## src/rtl/max_pool_2x2_pkg.sv

```systemverilog
// Shared types and defaults for the 2x2 max-pooling block.
package max_pool_2x2_pkg;

    localparam int unsigned DATA_W_DEF = 22;

    typedef enum logic [1:0] {
        IDLE = 2'd0,
        RUN  = 2'd1,
        DONE = 2'd2
    } state_t;

endpackage

```

## src/rtl/max_pool_2x2_if.sv

```systemverilog
// Input/output stream handshake bundle for max_pool_2x2.
interface max_pool_2x2_if
    import max_pool_2x2_pkg::*;
#(
    parameter int unsigned DATA_W = DATA_W_DEF
);

    logic                     in_valid;
    logic                     in_ready;
    logic signed [DATA_W-1:0] in_data;
    logic                     out_valid;
    logic                     out_ready;
    logic signed [DATA_W-1:0] out_data;

    // Pooling block side: consumes the conv stream, produces pooled values.
    modport slave (
        input  in_valid, in_data, out_ready,
        output in_ready, out_valid, out_data
    );

    // Environment side: produces conv results, consumes pooled values.
    modport master (
        output in_valid, in_data, out_ready,
        input  in_ready, out_valid, out_data
    );

endinterface

```

## src/rtl/max_pool_2x2_signed_max2.sv

```systemverilog
// Two-input signed maximum; ties return the shared value.
module signed_max2
    import max_pool_2x2_pkg::*;
#(
    parameter int unsigned DATA_W = DATA_W_DEF
) (
    input  logic signed [DATA_W-1:0] a,
    input  logic signed [DATA_W-1:0] b,
    output logic signed [DATA_W-1:0] y
);

    always_comb begin
        y = (a >= b) ? a : b;
    end

endmodule

```

## src/rtl/max_pool_2x2.sv

```systemverilog
// Streaming 2x2 max pooling over a ROWS x COLS signed feature map (row-major).
// Optional zero_count output is enabled by defining MAX_POOL_ZERO_CNT_EN.
module max_pool_2x2
    import max_pool_2x2_pkg::*;
#(
    parameter int unsigned DATA_W = DATA_W_DEF,
    parameter int unsigned COLS   = 4,
    parameter int unsigned ROWS   = 4,
    localparam int unsigned ZCW   = $clog2(ROWS * COLS / 4) + 1
) (
    input  logic             clk,
    input  logic             rst_n,
    input  logic             start,
    max_pool_2x2_if.slave    bus,
    output logic             busy,
    output logic             frame_done
`ifdef MAX_POOL_ZERO_CNT_EN
    ,
    output logic [ZCW-1:0]   zero_count
`endif
);

    localparam int unsigned CW  = (COLS > 1) ? $clog2(COLS) : 1;
    localparam int unsigned RW  = (ROWS > 1) ? $clog2(ROWS) : 1;
    localparam int unsigned LBD = COLS / 2;
    localparam int unsigned LBW = (LBD > 1) ? $clog2(LBD) : 1;

    state_t state, state_nxt;

    logic [CW-1:0]            col;
    logic [RW-1:0]            row;
    logic signed [DATA_W-1:0] h_reg;
    logic signed [DATA_W-1:0] lb [LBD];
    logic [LBW-1:0]           lb_idx;
    logic signed [DATA_W-1:0] pair_max;
    logic signed [DATA_W-1:0] pool_max;
    logic                     ov;
    logic signed [DATA_W-1:0] od;

    logic accept, xfer, load, col_last, row_last, start_go;

    assign bus.in_ready  = (state == RUN) && (!ov || bus.out_ready);
    assign bus.out_valid = ov;
    assign bus.out_data  = od;

    assign accept   = bus.in_valid && bus.in_ready;
    assign xfer     = ov && bus.out_ready;
    assign col_last = (col == CW'(COLS - 1));
    assign row_last = (row == RW'(ROWS - 1));
    assign lb_idx   = LBW'(col >> 1);
    assign load     = accept && col[0] && row[0];
    assign busy     = (state != IDLE);

    signed_max2 #(.DATA_W(DATA_W)) u_pair_max (
        .a (h_reg),
        .b (bus.in_data),
        .y (pair_max)
    );

    signed_max2 #(.DATA_W(DATA_W)) u_pool_max (
        .a (lb[lb_idx]),
        .b (pair_max),
        .y (pool_max)
    );

    always_ff @(posedge clk or negedge rst_n) begin
        if (!rst_n) begin
            state <= IDLE;
        end else begin
            state <= state_nxt;
        end
    end

    // DONE waits for the last pooled value to leave before returning to IDLE.
    always_comb begin
        state_nxt  = state;
        frame_done = 1'b0;
        start_go   = 1'b0;
        case (state)
            IDLE: begin
                if (start) begin
                    state_nxt = RUN;
                    start_go  = 1'b1;
                end
            end
            RUN: begin
                if (accept && col_last && row_last) begin
                    state_nxt = DONE;
                end
            end
            DONE: begin
                if (!ov || bus.out_ready) begin
                    state_nxt  = IDLE;
                    frame_done = 1'b1;
                end
            end
            default: state_nxt = IDLE;
        endcase
    end

    always_ff @(posedge clk or negedge rst_n) begin
        if (!rst_n) begin
            col   <= '0;
            row   <= '0;
            h_reg <= '0;
            for (int unsigned i = 0; i < LBD; i++) begin
                lb[i] <= '0;
            end
        end else if (start_go) begin
            col <= '0;
            row <= '0;
        end else if (accept) begin
            if (col_last) begin
                col <= '0;
                row <= row_last ? '0 : row + RW'(1);
            end else begin
                col <= col + CW'(1);
            end
            if (!col[0]) begin
                h_reg <= bus.in_data;
            end else if (!row[0]) begin
                lb[lb_idx] <= pair_max;
            end
        end
    end

    // A load in the same cycle as a transfer keeps out_valid high with new data.
    always_ff @(posedge clk or negedge rst_n) begin
        if (!rst_n) begin
            ov <= 1'b0;
            od <= '0;
        end else if (start_go) begin
            ov <= 1'b0;
        end else if (load) begin
            ov <= 1'b1;
            od <= pool_max;
        end else if (xfer) begin
            ov <= 1'b0;
        end
    end

`ifdef MAX_POOL_ZERO_CNT_EN
    always_ff @(posedge clk or negedge rst_n) begin
        if (!rst_n) begin
            zero_count <= '0;
        end else if (start_go) begin
            zero_count <= '0;
        end else if (xfer && (od == '0)) begin
            zero_count <= zero_count + ZCW'(1);
        end
    end
`endif

endmodule

```

## src/flat_wrapper.sv

```systemverilog
// flat-port wrapper written by rule: the top's interface ports become plain ports
module max_pool_2x2_flat import max_pool_2x2_pkg::*;
#(
    parameter int unsigned DATA_W = DATA_W_DEF,
    parameter int unsigned COLS   = 4,
    parameter int unsigned ROWS   = 4,
    localparam int unsigned ZCW   = $clog2(ROWS * COLS / 4) + 1
)
  (clk, rst_n, start, busy, frame_done, bus_in_valid, bus_in_data, bus_out_ready, bus_in_ready, bus_out_valid, bus_out_data);
  max_pool_2x2_if #(.DATA_W(DATA_W)) bus_i ();
  input  logic clk;
  input  logic rst_n;
  input  logic start;
  output logic busy;
  output logic frame_done;
  input wire logic [$bits(bus_i.in_valid)-1:0] bus_in_valid;
  input wire logic [$bits(bus_i.in_data)-1:0] bus_in_data;
  input wire logic [$bits(bus_i.out_ready)-1:0] bus_out_ready;
  output wire logic [$bits(bus_i.in_ready)-1:0] bus_in_ready;
  output wire logic [$bits(bus_i.out_valid)-1:0] bus_out_valid;
  output wire logic [$bits(bus_i.out_data)-1:0] bus_out_data;
  assign bus_i.in_valid = bus_in_valid;
  assign bus_i.in_data = bus_in_data;
  assign bus_i.out_ready = bus_out_ready;
  assign bus_in_ready = bus_i.in_ready;
  assign bus_out_valid = bus_i.out_valid;
  assign bus_out_data = bus_i.out_data;
  max_pool_2x2 #(.DATA_W(DATA_W), .COLS(COLS), .ROWS(ROWS)) u_core (.clk(clk), .rst_n(rst_n), .start(start), .bus(bus_i), .busy(busy), .frame_done(frame_done));
endmodule
```

## config.mk

```make
export PLATFORM = sky130hd
export DESIGN_NAME = max_pool_2x2_flat
export DESIGN_NICKNAME = d
export VERILOG_FILES = /design/src/rtl/max_pool_2x2_pkg.sv /design/src/rtl/max_pool_2x2_if.sv /design/src/rtl/max_pool_2x2_signed_max2.sv /design/src/rtl/max_pool_2x2.sv /design/src/flat_wrapper.sv
export SDC_FILE = /design/constraint.sdc
export NUM_CORES = 1
export LEC_CHECK = 0
export ABC_AREA = 0
export BUFFER_PORTS_ARGS = -buffer_cell sky130_fd_sc_hd__buf_2
export CAP_MARGIN = 20
export CELL_PAD_IN_SITES_DETAIL_PLACEMENT = 1
export CELL_PAD_IN_SITES_GLOBAL_PLACEMENT = 1
export CORE_MARGIN = 1
export CORE_UTILIZATION = 38
export CTS_CLUSTER_SIZE = 28
export DETAILED_ROUTE_END_ITERATION = 16
export MAX_ROUTING_LAYER = met4
export PLACE_DENSITY = 0.75
export RECOVER_POWER = 50
export SYNTH_ARGS = -nofsm -noshare
export SYNTH_HDL_FRONTEND = slang
export SYNTH_SLANG_ARGS = --single-unit
```

## constraint.sdc

```tcl
create_clock -name clk -period 4.7 [get_ports clk]
set_input_delay 0.94 -clock clk [delete_from_list [all_inputs] [get_ports clk]]
set_output_delay 0.94 -clock clk [all_outputs]
set_load 0.005 [all_outputs]
```

==> run_results.csv <==
group,metric,value,unit
worst_setup_path,cpPeakStageDelay,0.35,ns
synthesis,ys.flop_type,"dfrtp_1",
run_status,status,"finished with violations",
detailed_routing,drt-total-wl,15.73,mm
worst_setup_path,crit_family,"compound AO/OA/AOI/OAI gates",
synthesis,ys_ff_latch,95,
detailed_routing,drtIter0Drc,184,
worst_setup_path,cp_max_fo,7,
clock_tree,worstSkewPairLatency,0.36,ns
clock_tree,clk_path_buf_depth,2,
synthesis,async_flop_share,100.0,%
cells_and_area,areaGrowthSynthToFinish,28.99,%
synthesis,synth_common_cells,"95 x dfrtp_1, 66 x mux2_2, 63 x nand2_1, 46 x ha_1, 45 x inv_1",
cells_and_area,fillers,1540,
clock_tree,tritoncts,"built",
placement,dpl.hpwl,10.78,mm
synthesis,synth_fp_nets,589,
synthesis,yosys_warnings,0,
synthesis,yosysUniqueCellTypes,43,
sta,tightest_slew,1.859,ns
cells_and_area,antenna_cells,0,
placement,place.gp.congestion,0.7956,
die,start_util,39.21,%
sta,setup_viol,0,
sta,clock_skew,0.007834,ns
synthesis,synth_area_per_cell,10.63,um2
cells_and_area,fin_nets,708,
synthesis,synth_edf_count,0,
global_routing,grt_pass1_vias,4854,
run_status,violations,"max-capacitance violations, max-slew violations",
pwr,total_power,5.690,mW
die,boundaryPins,53,
placement,port_buffers,52,
worst_setup_path,rrSetupSlack,0.34,ns
synthesis,synth_top_cell_by_area,"dfrtp_1",
global_routing,grt.overflow.total,0,
worst_setup_path,end_kind,"flop",
global_routing,grt_max_degree,71,
worst_setup_path,slowest_stage,"a211oi_2",
die,die_h,122.1,um
sta,fin_hold_ws,0.5060,ns
cells_and_area,largest_register_ffs,44,
pwr,ir_drop,426.1,uV
synthesis,synth.area.top_cells,"dfrtp_1 43%, mux2_2 14%, ha_1 10%",
clock_tree,cts_htree_levels,3,
detailed_routing,routedWlPerCell,19.18,um
clock_tree,cts.sinks,95,
synthesis,yosysMostFrequentCell,"dfrtp_1",
placement,place_inst,796,
global_routing,antenna_found_initial,0,
sta,final_max_slew_viol_count,71,
clock_tree,cts_made_buffers,9,
sta,fin_crit_sh,98.88,%
die,dieWidth,122.1,um
worst_setup_path,crit_chain,"buf_2, inv_2, ha_4, nand4_1, nor3_4, nand2_2, o21ai_4, mux2i_4, buf_6, buf_6, mux2_4, inv_2, ha_4, nor2b_2, o21bai_1, o2bb2ai_2, o211ai_1, a211oi_2, buf_4, nor2_1, a221o_1",
synthesis,syn_area,0.005485,mm2
global_routing,grt_pass1_wl,24.22,mm
synthesis,yosysSeqAreaShare,43.34,%
cells_and_area,drive_gt1_share,42.03,%
synthesis,synth_top_area_share,43.34,%
global_routing,grt_usage,22.00,%
cells_and_area,final_cells,820,
flow_run,max_cap_violations,2,
die,num_rows,43,
worst_setup_path,crit_arrival,4.89,ns
sta,final.min_clock_period,4.648,ns
synthesis,postSynthCellCount,516,
detailed_routing,ant_nets,0,
sta,setup_tns,0,ns
sta,rsz0062_at_grt,"true",
worst_setup_path,start_kind,"input pin",
sta,fmax,0.2152,GHz
worst_setup_path,worst_ep_required_time,4.94,ns
pwr,p_per_area,804.1,mW/mm2
detailed_routing,vias,4373,
pwr,p_leak,3.460,nW
detailed_routing,drc_errors,0,
detailed_routing,first_pass_iters,4,
sta,slew_headroom,-23.94,%
clock_tree,root_buffer,"clkbuf_16",
detailed_routing,vias_per_cell,5.333,
sta,hold_viol,0,
worst_setup_path,crit_type,"input pin to flop",
die,die_area,0.01492,mm2
worst_hold_path,min_path_type,"flop to flop",
clock_tree,clk_pin_slew,0.07,ns
die,core,0.01399,mm2
worst_setup_path,cp.buffers_inverters,6,
logic make-up (layout without fill, tap and decap cells):
kind of cell / Yosys count / count (layout) / synth area share, %
simple gates: 129 / 129 / 10.65
buf+inv: 69 / 193 / 5.155
compound gates: 89 / 89 / 10.93
flops: 95 / 95 / 43.34
fa+ha+maj: 46 / 46 / 10.49
mux: 88 / 88 / 19.43
repair_timing:
item / CTS / global route
hold buffers: 0 / 0
endpoints found under the setup margin: 22 / 22
pin swaps: 1 / 18
gates resized for setup: 6 / 52
buffers inserted: 2 / 5
per-stage QoR:
step	cell area (um2)	utilization (%)	setup slack (ns)
floorplan	5487	-	0.002472
global placement	6422	45.91	-0.2982
detailed placement	6422	45.91	-0.6043
CTS	6758	48.31	0.002196
global route	7076	50.58	-0.1125
finish	7076	50.58	0.05244
where the power goes:
part | switching (mW) | total, mW | internal [mW]
clock | 0.330 | 0.757 | 0.426
sequential | 0.304 | 1.50 | 1.19
combinational | 1.66 | 3.43 | 1.78
total | 2.29 | 5.69 | 3.40
cells in the final DEF (no fill, tap or decap), drive strengths merged:
cell and n:
a2111oi 2, a211oi 2, a21o 6, a21oi 17
a221o 18, a221oi 1, a22oi 1, and2 3
and3 2, and4 2, buf 125, bufinv 1
clkbuf 17, clkinv 1, clkinvlp 3, dfrtp 95
ha 46, inv 46, mux2 85, mux2i 3
nand2 64, nand2b 5, nand3 6, nand4 7
nor2 28, nor2b 4, nor3 5, nor3b 1
nor4 1, nor4b 1, o211ai 1, o21a 1
o21ai 33, o21bai 3, o2bb2ai 1, o311ai 1
o31ai 2
path summary, 6_finish.rpt:
path,cells past startpoint,to,startpoint
max,21,u_core.bus.out_data[11],bus_in_data[19]
min,1,u_core.lb[28],u_core.lb[28]
max reg2reg,19,u_core.bus.out_data[11],u_core.h_reg[17]
min reg2reg,1,u_core.lb[28],u_core.lb[28]
max in group asynchronous,2,u_core.lb[27],rst_n
min in group asynchronous,1,u_core.bus.out_data[5],rst_n
cell type report:
cell class | instances | area, um2 | share of cell area, %
timing repair buffer | 131 | 903.4 | 12.77
multi-input combinational | 352 | 3097 | 43.77
inverter | 46 | 172.7 | 2.440
sequential | 95 | 2377 | 33.60
tap | 180 | 225.2 | 3.183
clock inverter | 5 | 57.56 | 0.8134
clock buffer | 11 | 242.7 | 3.431
routing by layer:
metal	track usage, %	part of all wire (%)	vias to the layer above
li1	-	-	2048
met1	26.86	45	2219
met2	37.18	50	71
met3	3.043	2.5	35
met4	7.622	2.6	0
met5	-	0	-
Note: power is estimated with default switching activity, not from simulation.
